--- config.mk ---
export PLATFORM = sky130hd
export DESIGN_NAME = nor_seq_exec
export DESIGN_NICKNAME = d
export VERILOG_FILES = /design/src/rtl/nor_seq_pkg.sv /design/src/rtl/nor_cell_array.sv /design/src/rtl/nor_seq_exec.sv
export SDC_FILE = /design/constraint.sdc
export NUM_CORES = 1
export LEC_CHECK = 0
export BUFFER_PORTS_ARGS = -buffer_cell sky130_fd_sc_hd__buf_2
export CORE_ASPECT_RATIO = 1.5
export CORE_MARGIN = 5
export CORE_UTILIZATION = 55
export DETAILED_ROUTE_END_ITERATION = 10
export PLACE_DENSITY = 0.77
export SETUP_SLACK_MARGIN = 0.02
export SLEW_MARGIN = 20
export SYNTH_ARGS = -nofsm -noshare
export SYNTH_HDL_FRONTEND = slang
export SYNTH_SLANG_ARGS = --single-unit
export TNS_END_PERCENT = 100
--- constraint.sdc ---
create_clock -name clk -period 2.41 [get_ports clk]
set_input_delay 0 -clock clk [delete_from_list [all_inputs] [get_ports clk]]
set_output_delay 0 -clock clk [all_outputs]
set_load 0.02 [all_outputs]
--- src/rtl/nor_seq_pkg.sv ---
// nor_seq_pkg
// Shared types and constants for the NOR/INV sequential executor.
//   op_e      : instruction opcode (INIT, NOR, LOAD, READ)
//   instr_t   : decoded instruction, addresses held at ADDR_MAX_W bits
//   MASK_*    : source-enable patterns for inv1 / nor2 / nor3 gates
//   addr_ok() : true when an address falls inside an NCELL-entry array
package nor_seq_pkg;

  // Widest cell address the decoded instruction record can carry, which
  // limits the executor to at most 256 cells.
  localparam int ADDR_MAX_W = 8;

  typedef logic [ADDR_MAX_W-1:0] addr_t;

  typedef enum logic [1:0] {
    OP_INIT = 2'd0,
    OP_NOR  = 2'd1,
    OP_LOAD = 2'd2,
    OP_READ = 2'd3
  } op_e;

  typedef struct packed {
    op_e        op;
    addr_t      dst;
    addr_t      src_a;
    addr_t      src_b;
    addr_t      src_c;
    logic [2:0] mask;
    logic       data;
  } instr_t;

  localparam logic [2:0] MASK_INV1 = 3'b001;
  localparam logic [2:0] MASK_NOR2 = 3'b011;
  localparam logic [2:0] MASK_NOR3 = 3'b111;

  typedef enum logic {
    RES_EMPTY = 1'b0,
    RES_FULL  = 1'b1
  } res_state_e;

  function automatic logic addr_ok(input addr_t addr, input int ncell);
    return int'(addr) < ncell;
  endfunction

endpackage

--- src/rtl/nor_cell_array.sv ---
// nor_cell_array
// NCELL one-bit cells, each with an "initialised" flag, modelled after a
// memristive crossbar row. Three combinational read ports feed the NOR
// sources; one write port applies INIT / LOAD / masked-NOR updates.
//   clk, rst                : clock, async active-high reset (clears all)
//   rd_addr_x / rd_data_x   : combinational read ports a, b, c
//   wr_en, wr_op, wr_addr   : write strobe, opcode (op_e encoding), target
//   wr_mask, wr_data        : NOR source enables, LOAD value
//   wr_cell, wr_flag        : current value and init flag of the target
module nor_cell_array
  import nor_seq_pkg::*;
#(
  parameter int NCELL = 16,
  parameter int AW    = $clog2(NCELL)
) (
  input  logic          clk,
  input  logic          rst,
  input  logic [AW-1:0] rd_addr_a,
  input  logic [AW-1:0] rd_addr_b,
  input  logic [AW-1:0] rd_addr_c,
  output logic          rd_data_a,
  output logic          rd_data_b,
  output logic          rd_data_c,
  input  logic          wr_en,
  input  logic [1:0]    wr_op,
  input  logic [AW-1:0] wr_addr,
  input  logic [2:0]    wr_mask,
  input  logic          wr_data,
  output logic          wr_cell,
  output logic          wr_flag
);

  localparam logic [AW:0] NCELL_LIM = NCELL[AW:0];

  logic [NCELL-1:0] cells;
  logic [NCELL-1:0] flags;
  logic             src_or;

  // Addresses past the last cell (non-power-of-2 NCELL) read as 0.
  function automatic logic in_range(input logic [AW-1:0] addr);
    return {1'b0, addr} < NCELL_LIM;
  endfunction

  assign rd_data_a = in_range(rd_addr_a) ? cells[rd_addr_a] : 1'b0;
  assign rd_data_b = in_range(rd_addr_b) ? cells[rd_addr_b] : 1'b0;
  assign rd_data_c = in_range(rd_addr_c) ? cells[rd_addr_c] : 1'b0;
  assign wr_cell   = in_range(wr_addr)   ? cells[wr_addr]   : 1'b0;
  assign wr_flag   = in_range(wr_addr)   ? flags[wr_addr]   : 1'b0;

  // Only enabled sources take part in the OR; an all-zero mask leaves it 0.
  assign src_or = |(wr_mask & {rd_data_c, rd_data_b, rd_data_a});

  // NOR can only pull a cell from 1 to 0, hence the AND with its old value.
  // Any write other than INIT leaves the cell un-initialised.
  always_ff @(posedge clk or posedge rst) begin
    if (rst) begin
      cells <= '0;
      flags <= '0;
    end else if (wr_en) begin
      case (wr_op)
        OP_INIT: begin
          cells[wr_addr] <= 1'b1;
          flags[wr_addr] <= 1'b1;
        end
        OP_LOAD: begin
          cells[wr_addr] <= wr_data;
          flags[wr_addr] <= 1'b0;
        end
        OP_NOR: begin
          cells[wr_addr] <= wr_cell & ~src_or;
          flags[wr_addr] <= 1'b0;
        end
        default: ;
      endcase
    end
  end

endmodule

--- src/rtl/nor_seq_exec.sv ---
// nor_seq_exec
// Retires one INIT / NOR / LOAD / READ instruction per accepted cycle into
// a nor_cell_array, returns READ results on a valid/ready handshake, flags
// protocol errors and counts retired NOR gates.
//   clk, rst                 : clock, async active-high reset
//   in_valid / in_ready      : instruction handshake
//   in_op, in_dst, in_src_*  : opcode and cell addresses
//   in_mask, in_data         : NOR source enables, LOAD value
//   res_valid / res_ready    : READ result handshake, res_data the bit
//   err                      : sticky protocol error
//   nor_count                : saturating count of retired NORs
module nor_seq_exec
  import nor_seq_pkg::*;
#(
  parameter int NCELL = 16,
  parameter int AW    = $clog2(NCELL),
  parameter int CW    = 16
) (
  input  logic          clk,
  input  logic          rst,
  input  logic          in_valid,
  output logic          in_ready,
  input  logic [1:0]    in_op,
  input  logic [AW-1:0] in_dst,
  input  logic [AW-1:0] in_src_a,
  input  logic [AW-1:0] in_src_b,
  input  logic [AW-1:0] in_src_c,
  input  logic [2:0]    in_mask,
  input  logic          in_data,
  output logic          res_valid,
  input  logic          res_ready,
  output logic          res_data,
  output logic          err,
  output logic [CW-1:0] nor_count
);

  instr_t     ins;
  res_state_e res_state;
  res_state_e res_next;
  logic       accept;
  logic       retire;
  logic       addr_err;
  logic       alias_err;
  logic       nor_err;
  logic       wr_en;
  logic       read_acc;
  logic       load_res;
  logic       rd_data_a;
  logic       rd_data_b;
  logic       rd_data_c;
  logic       wr_cell;
  logic       wr_flag;

  assign ins = '{
    op:    op_e'(in_op),
    dst:   addr_t'(in_dst),
    src_a: addr_t'(in_src_a),
    src_b: addr_t'(in_src_b),
    src_c: addr_t'(in_src_c),
    mask:  in_mask,
    data:  in_data
  };

  assign res_valid = (res_state == RES_FULL);
  assign in_ready  = !rst && !(res_valid && !res_ready);
  assign accept    = in_valid && in_ready;

  // Out-of-range checks cover only the addresses the opcode actually uses;
  // for NOR that means the destination plus the enabled sources.
  always_comb begin
    addr_err = 1'b0;
    case (ins.op)
      OP_INIT, OP_LOAD: addr_err = !addr_ok(ins.dst, NCELL);
      OP_NOR: addr_err = !addr_ok(ins.dst, NCELL)
                       || (ins.mask[0] && !addr_ok(ins.src_a, NCELL))
                       || (ins.mask[1] && !addr_ok(ins.src_b, NCELL))
                       || (ins.mask[2] && !addr_ok(ins.src_c, NCELL));
      OP_READ: addr_err = !addr_ok(ins.src_a, NCELL);
      default: addr_err = 1'b0;
    endcase
  end

  // A NOR whose destination is also one of its enabled sources, or whose
  // destination was not INIT'd, is still applied but raises err.
  assign alias_err = (ins.mask[0] && ins.src_a == ins.dst)
                  || (ins.mask[1] && ins.src_b == ins.dst)
                  || (ins.mask[2] && ins.src_c == ins.dst);
  assign nor_err   = (ins.op == OP_NOR) && (!wr_flag || alias_err);

  // Bad-address instructions are no-ops apart from err and a READ's zero
  // result.
  assign retire   = accept && !addr_err;
  assign wr_en    = retire && (ins.op != OP_READ);
  assign read_acc = accept && (ins.op == OP_READ);

  nor_cell_array #(
    .NCELL (NCELL),
    .AW    (AW)
  ) u_array (
    .clk       (clk),
    .rst       (rst),
    .rd_addr_a (in_src_a),
    .rd_addr_b (in_src_b),
    .rd_addr_c (in_src_c),
    .rd_data_a (rd_data_a),
    .rd_data_b (rd_data_b),
    .rd_data_c (rd_data_c),
    .wr_en     (wr_en),
    .wr_op     (in_op),
    .wr_addr   (in_dst),
    .wr_mask   (in_mask),
    .wr_data   (in_data),
    .wr_cell   (wr_cell),
    .wr_flag   (wr_flag)
  );

  always_ff @(posedge clk or posedge rst) begin
    if (rst) begin
      err <= 1'b0;
    end else if (accept && (addr_err || nor_err)) begin
      err <= 1'b1;
    end
  end

  always_ff @(posedge clk or posedge rst) begin
    if (rst) begin
      nor_count <= '0;
    end else if (retire && ins.op == OP_NOR && nor_count != '1) begin
      nor_count <= nor_count + CW'(1);
    end
  end

  always_ff @(posedge clk or posedge rst) begin
    if (rst) begin
      res_state <= RES_EMPTY;
    end else begin
      res_state <= res_next;
    end
  end

  // A READ can only be accepted while FULL if the old result is being
  // consumed on the same edge, so FULL->FULL simply reloads the data.
  always_comb begin
    res_next = res_state;
    load_res = 1'b0;
    case (res_state)
      RES_EMPTY: begin
        if (read_acc) begin
          res_next = RES_FULL;
          load_res = 1'b1;
        end
      end
      RES_FULL: begin
        if (read_acc) begin
          res_next = RES_FULL;
          load_res = 1'b1;
        end else if (res_ready) begin
          res_next = RES_EMPTY;
        end
      end
      default: res_next = RES_EMPTY;
    endcase
  end

  always_ff @(posedge clk or posedge rst) begin
    if (rst) begin
      res_data <= 1'b0;
    end else if (load_res) begin
      res_data <= addr_err ? 1'b0 : rd_data_a;
    end
  end

endmodule

==> results.yml <==
power:
  internal_power_mw: 1.60
  p_leak_nw: 1.64
  power.share.switching: 0.305
  seq_power_share: 0.484
  p_clk_frac: 0.263
  power_density_nw_per_um2: 626
  vdd_drop_max_v: 0.000816
  p_comb_frac: 0.253
  power.switching_mw: 0.702
sta:
  max_freq_mhz: 440
  timing.final.setup_violations: 0
  final-max-slew-violation-count: 0
  finalWorstPathRequiredPeriod_ns: 2.27
  rsz0062_at_grt: "no"
  timing.hold.ws_ns: 0.00596
  layout_worst_path_cycle_share: 0.943
  worstMarginPinSlew_ns: 0.855
  clock_skew_ns: 0.0109
  setup_tns_ns: 0
  finalHoldViolations: 0
  worst_slew_margin_rel: 0.429
flow_run:
  max-cap-violations: 0
worst_setup_path:
  worstSetupStartpointType: "flip-flop"
  critPathKind: "reg2reg"
  endpoint_kind: "flip-flop"
  r2r_slack_ns: 0.14
  timing.critical_path.required_ns: 2.66
  destination_of_the_worst_register_to_register_timing_path: "u_array.cells[4]$_DFFE_PP0P_"
  path_max_fanout: 16
  rr_startpoint: "u_array.cells[1]$_DFFE_PP0P_"
  reg2regPathDepth: 7
  cp_data_arrival_time_ns: 2.52
route:
  drt-total-wl_um: 7620
  antenna_violating_nets_post_route: 0
  detail_route.iter0.violations: 251
  detail_route.drc_violations: 0
  first_pass_iters: 6
  vias: 2674
  avgViaCountPerCell: 6.44
  avgRoutedWirePerCell_um: 18.4
logic_synthesis:
  ys_seq_elements: 51
  netlist.area_leader.share: 0.393
  dominantRegCellSynth: "dfrtp_1"
  synth_area_leaders: "dfrtp_1 39%, mux4_2 10%, mux2_2 6.6%"
  synthesized_cell_area_um2: 3240
  synthDistinctLibCells: 37
  yosysTopAreaCell: "dfrtp_1"
  synth_warnings: 0
  post_synth.cell_area_avg_um2: 10.9
  netlist_instances: 298
  ys_seq_area_frac: 0.393
  syn-num-nets: 328
  synth_edf_count: 0
  postSynth.asyncResetShare: 1.00
clocking:
  cts.clk_slew.worst_paths_ns: 0.09
  clock_tree_from_tritoncts: "yes"
  cts_max_path_buffers: 2
  clock_tree.root_cell: "clkbuf_8"
  cts_htree_levels: 2
  numClockSinks: 51
  cts_inserted_buffers: 5
  clock_insertion_delay_worst_skew_ns: 0.31
worst_hold_path:
  hold_path_class: "in2reg"
  hold-path-cell-count: 3
  worstHoldStart: "res_ready"
  min_to: "res_valid$_DFF_PP0_"
final_layout:
  num-nets-final: 372
  drive_above_1_share: 0.327
  area_growth_syn_to_layout_pct: 13.5
  antenna_cells: 0
  post_layout_nonfiller_instances: 415
floorplan:
  die_area_um2: 7570
  fp.coreArea_um2: 5790
  pin_count: 46
  initial_cell_density_of_the_core: 0.561
  die_y_um: 104
  std_cell_rows: 34
  die_w_um: 72.7
global_route:
  grt_first_pass_wirelength_um: 12900
  first_global_vias: 2657
  grt_start_max_net_pins: 52
  grt_usage: 0.215
  overflow: 0
  grt_antenna_before_repair: 0
placed_design:
  port_buffer_cells: 45
  dpl.hpwl_um: 5680
  routabilityCongestion: 0.984
  dp_cells: 406
outcome:
  run_status: "complete, no violations"
synthesized netlist by cell type (2+ instances only):
master     number
mux4_2         15
xor2_1         16
a31oi_1         2
nand3_1        14
xnor2_1        11
nand4_1         8
clkbuf_1       10
and3_1          4
mux4_1          4
inv_1           7
and4_1          2
dfrtp_1        51
nor2_1         27
nand2_1        33
mux2i_1         6
mux2_2         19
o21ai_0        17
a22oi_1         3
nor3b_1         2
ha_1            4
o221a_2        16
buf_6           2
nor3_1          4
o2111ai_1       2
nor2b_1         7
cells in the final DEF, fill, tap and decap left out, types with 2 or more instances in the layout:
cell	instances
dfrtp_1	51
buf_2	45
nand2_1	33
nor2_1	27
mux2_2	19
o21ai_0	17
xor2_1	16
o221a_2	16
mux4_2	15
nand3_1	14
xnor2_1	11
nand4_1	8
nor2b_1	7
inv_1	6
mux2i_1	6
clkbuf_8	5
and3_1	4
nor3_1	4
mux4_1	4
ha_1	4
a22oi_1	3
buf_4	3
and4_1	2
o2111ai_1	2
nor3b_1	2
a31oi_1	2
buf_12	2
critical path, stage by stage (launching register included):
cell and delay, ns:
dfrtp_1 0.44, mux4_1 0.50, mux2i_1 0.28, nor3b_1 0.09, a311o_1 0.37, o21ai_4 0.16, buf_12 0.16, o221a_2 0.21
worst max path at each step:
stage | end | from | slack [ns]
6_report | u_array.cells[4]$_DFFE_PP0P_ | u_array.cells[1]$_DFFE_PP0P_ | 0.14
5_1_grt | u_array.cells[2]$_DFFE_PP0P_ | u_array.cells[2]$_DFFE_PP0P_ | 0.05
4_1_cts | u_array.cells[7]$_DFFE_PP0P_ | u_array.cells[2]$_DFFE_PP0P_ | 0.16
3_5_place_dp | u_array.cells[7]$_DFFE_PP0P_ | u_array.cells[2]$_DFFE_PP0P_ | 0.19
3_3_place_gp | u_array.cells[12]$_DFFE_PP0P_ | u_array.cells[1]$_DFFE_PP0P_ | 0.23
2_1_floorplan | u_array.cells[1]$_DFFE_PP0P_ | u_array.cells[11]$_DFFE_PP0P_ | 0.30
stage by stage:
step	instance area, um^2	setup slack (ns)	util	power, mW
3_3_place_gp	3550	0.231	0.614	1.68
5_1_grt	3680	0.0543	0.636	2.44
3_5_place_dp	3550	0.187	0.614	1.71
2_1_floorplan	3240	0.303	-	1.52
4_1_cts	3680	0.157	0.636	2.32
6_report	3680	0.136	0.636	2.30
kinds of logic (layout without fill, tap and decap cells):
group,count (synthesis),in the layout,synth area share
AO/OA/AOI/OAI,46,46,0.116
XOR/XNOR,27,27,0.0729
adder cells (fa/ha/maj),4,4,0.0154
buffers and inverters,21,66,0.0293
flip-flops,51,51,0.393
multiplexers,44,44,0.221
AND/OR/NAND/NOR,105,105,0.152
power groups by stage:
stage	Clock [mW]	Sequential, mW	Combinational, mW
4_1_cts	0.619	1.11	0.585
5_1_grt	0.660	1.14	0.638
3_5_place_dp	0	1.13	0.582
3_3_place_gp	0	1.12	0.564
2_1_floorplan	0	1.14	0.386
6_report	0.605	1.11	0.583
final cells by class:
| class | count | area [um^2] |
|---|---|---|
| clock buffer | 5 | 68.8 |
| clock inverter | 3 | 47.5 |
| fill | 494 | 2100 |
| inverter | 7 | 27.5 |
| multi-input combinational | 226 | 1870 |
| sequential | 51 | 1280 |
| tap | 72 | 90.1 |
| timing repair buffer | 51 | 298 |
routing by layer:
layer | GRT usage | part of all wire | routed length [um] | vias to the layer above
met3 | 0.0348 | 0.073 | 554 | 29
met2 | 0.358 | 0.52 | 3970 | 133
met1 | 0.274 | 0.37 | 2840 | 1303
met5 | 0 | 0 | 0 | -
li1 | - | - | - | 1209
met4 | 0.0871 | 0.033 | 253 | 0
repair_timing:
item / CTS / global route
hold buffers: 1 / 0
hold endpoints to repair: 17 / 0
gates resized for setup: 0 / 0
setup buffers: 0 / 0
No activity file was read; power rests on OpenSTA's default activity.
